===== config.mk =====
export PLATFORM = sky130hd
export DESIGN_NAME = nibble_serial_adder
export DESIGN_NICKNAME = d
export VERILOG_FILES = /design/src/rtl/nibble_serial_adder.sv
export SDC_FILE = /design/constraint.sdc
export NUM_CORES = 1
export LEC_CHECK = 0
export BUFFER_PORTS_ARGS = -buffer_cell sky130_fd_sc_hd__buf_2
export CELL_PAD_IN_SITES_DETAIL_PLACEMENT = 1
export CELL_PAD_IN_SITES_GLOBAL_PLACEMENT = 1
export CORE_UTILIZATION = 43
export CTS_CLUSTER_SIZE = 40
export DETAILED_ROUTE_END_ITERATION = 12
export PLACE_DENSITY = 0.9
export SLEW_MARGIN = 10
export SYNTH_ARGS = -nofsm -noshare
export SYNTH_HDL_FRONTEND = slang
export SYNTH_SLANG_ARGS = --single-unit

===== constraint.sdc =====
create_clock -name clk -period 5.1 [get_ports clk]
set_input_delay 1.02 -clock clk [delete_from_list [all_inputs] [get_ports clk]]
set_output_delay 1.02 -clock clk [all_outputs]
set_load 0.05 [all_outputs]

===== src/rtl/nibble_serial_adder.sv =====
// Multi-cycle WIDTH-bit adder: one nibble per cycle through a 4-bit CLA, carry registered between slices.
// Optional signed-overflow output ovf is enabled by defining NIBBLE_SERIAL_ADDER_OVF_EN.

module carry_lookahead_adder (
    input  logic [3:0] A,
    input  logic [3:0] B,
    input  logic       Cin,
    output logic [3:0] Sum,
    output logic       Cout
);
    logic [3:0] g;
    logic [3:0] p;
    logic [4:0] c;

    always_comb begin
        g    = A & B;
        p    = A ^ B;
        c[0] = Cin;
        c[1] = g[0] | (p[0] & c[0]);
        c[2] = g[1] | (p[1] & g[0]) | (p[1] & p[0] & c[0]);
        c[3] = g[2] | (p[2] & g[1]) | (p[2] & p[1] & g[0]) | (p[2] & p[1] & p[0] & c[0]);
        c[4] = g[3] | (p[3] & g[2]) | (p[3] & p[2] & g[1]) | (p[3] & p[2] & p[1] & g[0])
             | (p[3] & p[2] & p[1] & p[0] & c[0]);
        Sum  = p ^ c[3:0];
        Cout = c[4];
    end
endmodule

// Handshakes: a transfer happens on a rising edge where valid and ready are both high;
// the producer holds its data stable while valid is high and not yet accepted.
module nibble_serial_adder #(
    parameter int WIDTH = 16
) (
    input  logic             clk,
    input  logic             rst_n,
    input  logic             in_valid,
    output logic             in_ready,
    input  logic [WIDTH-1:0] a,
    input  logic [WIDTH-1:0] b,
    input  logic             cin,
    output logic             out_valid,
    input  logic             out_ready,
    output logic [WIDTH-1:0] sum,
    output logic             cout
`ifdef NIBBLE_SERIAL_ADDER_OVF_EN
    ,
    output logic             ovf
`endif
);
    localparam int N  = WIDTH / 4;
    localparam int CW = (N > 1) ? $clog2(N) : 1;

    typedef enum logic [1:0] {
        IDLE = 2'd0,
        RUN  = 2'd1,
        DONE = 2'd2
    } state_t;

    state_t           state_q, state_d;
    logic [CW-1:0]    cnt_q, cnt_d;
    logic             carry_q, carry_d;
    logic [WIDTH-1:0] a_sh_q, a_sh_d;
    logic [WIDTH-1:0] b_sh_q, b_sh_d;
    logic [WIDTH-1:0] acc_q, acc_d;
    logic [WIDTH-1:0] sum_q, sum_d;
    logic             cout_q, cout_d;
`ifdef NIBBLE_SERIAL_ADDER_OVF_EN
    logic             ovf_q, ovf_d;
`endif

    logic [3:0]       slice_sum;
    logic             slice_cout;
    logic             last_slice;

    carry_lookahead_adder u_cla (
        .A    (a_sh_q[3:0]),
        .B    (b_sh_q[3:0]),
        .Cin  (carry_q),
        .Sum  (slice_sum),
        .Cout (slice_cout)
    );

    assign last_slice = (cnt_q == CW'(N - 1));

    always_comb begin
        state_d = state_q;
        cnt_d   = cnt_q;
        carry_d = carry_q;
        a_sh_d  = a_sh_q;
        b_sh_d  = b_sh_q;
        acc_d   = acc_q;
        sum_d   = sum_q;
        cout_d  = cout_q;
`ifdef NIBBLE_SERIAL_ADDER_OVF_EN
        ovf_d   = ovf_q;
`endif
        in_ready  = 1'b0;
        out_valid = 1'b0;

        case (state_q)
            IDLE: begin
                in_ready = rst_n;
                if (in_valid) begin
                    a_sh_d  = a;
                    b_sh_d  = b;
                    carry_d = cin;
                    cnt_d   = '0;
                    state_d = RUN;
                end
            end
            RUN: begin
                // Slice i lands in nibble i of the accumulator, so the final
                // slice completes the top nibble.
                for (int i = 0; i < N; i++) begin
                    if (cnt_q == CW'(i)) begin
                        acc_d[i*4 +: 4] = slice_sum;
                    end
                end
                a_sh_d  = {4'b0000, a_sh_q[WIDTH-1:4]};
                b_sh_d  = {4'b0000, b_sh_q[WIDTH-1:4]};
                carry_d = slice_cout;
                cnt_d   = cnt_q + CW'(1);
                if (last_slice) begin
                    sum_d   = acc_d;
                    cout_d  = slice_cout;
`ifdef NIBBLE_SERIAL_ADDER_OVF_EN
                    // Carry into the MSB is recovered from the MSB sum bit.
                    ovf_d   = (a_sh_q[3] ^ b_sh_q[3] ^ slice_sum[3]) ^ slice_cout;
`endif
                    state_d = DONE;
                end
            end
            DONE: begin
                out_valid = 1'b1;
                if (out_ready) begin
                    state_d = IDLE;
                end
            end
            default: begin
                state_d = IDLE;
            end
        endcase
    end

    always_ff @(posedge clk) begin
        if (!rst_n) begin
            state_q <= IDLE;
            cnt_q   <= '0;
            carry_q <= 1'b0;
            a_sh_q  <= '0;
            b_sh_q  <= '0;
            acc_q   <= '0;
            sum_q   <= '0;
            cout_q  <= 1'b0;
`ifdef NIBBLE_SERIAL_ADDER_OVF_EN
            ovf_q   <= 1'b0;
`endif
        end else begin
            state_q <= state_d;
            cnt_q   <= cnt_d;
            carry_q <= carry_d;
            a_sh_q  <= a_sh_d;
            b_sh_q  <= b_sh_d;
            acc_q   <= acc_d;
            sum_q   <= sum_d;
            cout_q  <= cout_d;
`ifdef NIBBLE_SERIAL_ADDER_OVF_EN
            ovf_q   <= ovf_d;
`endif
        end
    end

    assign sum  = sum_q;
    assign cout = cout_q;
`ifdef NIBBLE_SERIAL_ADDER_OVF_EN
    assign ovf  = ovf_q;
`endif

endmodule

==> qor.txt <==
Status = complete, but fails checks
Violated checks = DRC
Hold Violations, Final = 0
Crit-path max cell delay = 720 ps
Die area = 7100 um^2
RSZ-0062 raised after global routing = false
Initial antenna violation count = 0
CTS Buf Count = 9
Post-Syn Instances = 356
Post-CTS resize count = 0
I/O pin cnt = 56
CTS tree = done
Area Growth Syn to Fin = 16.1%
Slew headroom = 0.228
Post-Place Setup Slack = 2210 ps
RR Endpoint = state_q[0]
Cell chain of the critical path = clkinv_1 > nor2_1 > buf_2
Endpoints failing setup = 0
Clock buffer depth = 2
Cts-stage hold buffer count = 0
Vias = 2707
Ys async rst share = 0
Syn avg cell area = 8.17 um^2
Chip height = 84.3 um
Largest cells by area after synthesis = dfxtp_1 45%, o21ai_0 8.8%, a21oi_1 6.2%
Final worst slack = 1950 ps
Worst-skew pair later-pin latency = 340 ps
Routed vias/inst = 5.68
Clock-pin slew on the worst setup and hold paths = 80 ps
Worst reg2reg startpoint = state_q[0]
Max-slew violations = 0
Post-synth top area share = 0.454
Register area share after synthesis = 0.454
Net count after synthesis = 402
Worst setup EP type = primary output
Most frequent cells after synthesis = 66 x dfxtp_1, 51 x o21ai_0, 39 x nor2_1
First-pass GRT wire length = 12800 um
CTS root buf = clkbuf_8
DRC = 8
Critical Path End = out_valid
Worst slew pin tran = 1160 ps
Power per cell area = 358 nW/um^2
Post-layout util = 0.523
R2R Setup Slk = 2650 ps
Synth Cell Area = 2910 um^2
CP Class = flip-flop to primary output
Skew final = 10.9 ps
Initial Utilization = 0.451
Die X = 84.3 um
Routed WL = 7620 um
Synth cell types = 39
Gr ovfl total = 0
Leak Pwr = 1.40 nW
HP Class = flip-flop to flip-flop
Design Power = 1.21 mW
Fmax = 0.318 GHz
DR pass1 iterations = 8
Setup bufs post-CTS = 0
Startpoint Class = flip-flop
Worst Hold Slack = 454 ps
Post-synth EDFFs = 0
Critical Path Start = state_q[1]
Main synth FF type = dfxtp_1
Core area = 6460 um^2
Routed Antenna Nets = 0
Register bit total from synthesis = 66
Crit path time final = 3150 ps
Synth area leader = dfxtp_1
R2r worst-path depth = 4
Setup tns final = 0 ps
Crit path required time = 4080 ps
I/O Buffers = 55
Final period util = 0.617
Layout cells sized above 1 = 0.195
Htree depth = 3
Most frequent cell after synthesis = dfxtp_1
Diode count = 0
Post-layout nets = 441
DR iter-0 viols = 82
Rows = 29
Worst Path Arrival = 2130 ps
Pin count of the biggest net entering global routing = 54
Number of global-route vias before repair = 2726
Min-Delay Startpoint = sum[8]
Post-DP HPWL = 5030 um
All-Layer GR Usage = 0.227
Slowest-stage cell, CP = clkinv_1
Synthesis Warnings = 0
CTS sink count = 66
Max-Cap Viols = 0
GPL Wtd Cong = 0.806
Worst VDD drop = 183 uV
Worst-path maximum fanout = 27
Wire per inst = 16.0 um
[worst max-delay path: cells and delay by family (launching register included)]
family,cells,cell delay (ps)
buffers and inverters,2,1010
DFF,1,500
and+or+nand+nor,1,270
[worst min-delay path by stage]
stage	end	slack, ps	cells past startpoint
floorplan	acc_q[1]	440	2
global placement	sum[0]	440	2
detailed placement	sum[8]	450	2
CTS	sum[8]	460	2
global route	sum[8]	480	2
finish	sum[8]	450	2
[layout make-up]
| class | count | area, um^2 |
|---|---|---|
| fillers | 794 | 3080 |
| multi-input cells | 252 | 1420 |
| flip-flops and latches | 66 | 1320 |
| repair buffers | 57 | 290 |
| clock buffers | 10 | 128 |
| well taps | 77 | 96.3 |
| clock inverters | 6 | 91.3 |
| inverters | 9 | 33.8 |
[where the power goes]
part           switching, mW  total [mW]  internal [mW]
clock                  0.207       0.484          0.277
combinational          0.105       0.163         0.0581
sequential            0.0199       0.564          0.544
[sequential cells by signal, indices dropped and copies added (netlist names)]
| register | count |
|---|---|
| state_q | 2 |
| cnt_q | 2 |
| sum | 16 |
| b_sh_q | 16 |
| carry_q | 1 |
| cout | 1 |
| acc_q | 12 |
| a_sh_q | 16 |
[cells in the final DEF, fill, tap and decap left out, types with 2 or more instances in the layout]
| master | count |
|---|---|
| a22oi_1 | 9 |
| mux2i_1 | 4 |
| bufinv_16 | 2 |
| o211ai_1 | 3 |
| nand2_1 | 36 |
| a21oi_1 | 36 |
| a31oi_1 | 6 |
| a211oi_1 | 4 |
| ha_1 | 8 |
| nor3_1 | 2 |
| clkbuf_8 | 9 |
| nand3_1 | 17 |
| o22ai_1 | 6 |
| a221oi_1 | 2 |
| inv_1 | 7 |
| a311oi_1 | 3 |
| buf_2 | 55 |
| nor2_1 | 38 |
| buf_4 | 2 |
| xnor2_1 | 2 |
| o21ai_0 | 51 |
| o21ai_1 | 6 |
| clkinv_4 | 3 |
| dfxtp_1 | 66 |
| and4b_1 | 6 |
[per-stage QoR]
step                cells  instance area, um^2
floorplan             356                 2910
global placement      461                 3160
detailed placement    461                 3160
CTS                   477                 3380
global route          477                 3380
finish                477                 3380
[layer usage]
layer,global-route usage,vias to the layer above,share of wire
met5,0,-,0
met4,0.0690,0,0.0092
met3,0.0531,10,0.039
met2,0.411,68,0.53
met1,0.266,1287,0.43
li1,-,1342,-
[logic make-up (layout without fill, tap and decap cells)]
kind of cell,after synthesis,count (layout),synth area share
xor gates and xnor gates,3,3,0.0116
adders and majority gates,9,9,0.0413
and+or+nand+nor,105,105,0.164
buffers and inverters,38,82,0.0593
AOI/OAI and AO/OA,131,131,0.256
DFF,66,66,0.454
muxes,4,4,0.0138
No activity file was read; power rests on OpenSTA's default activity.
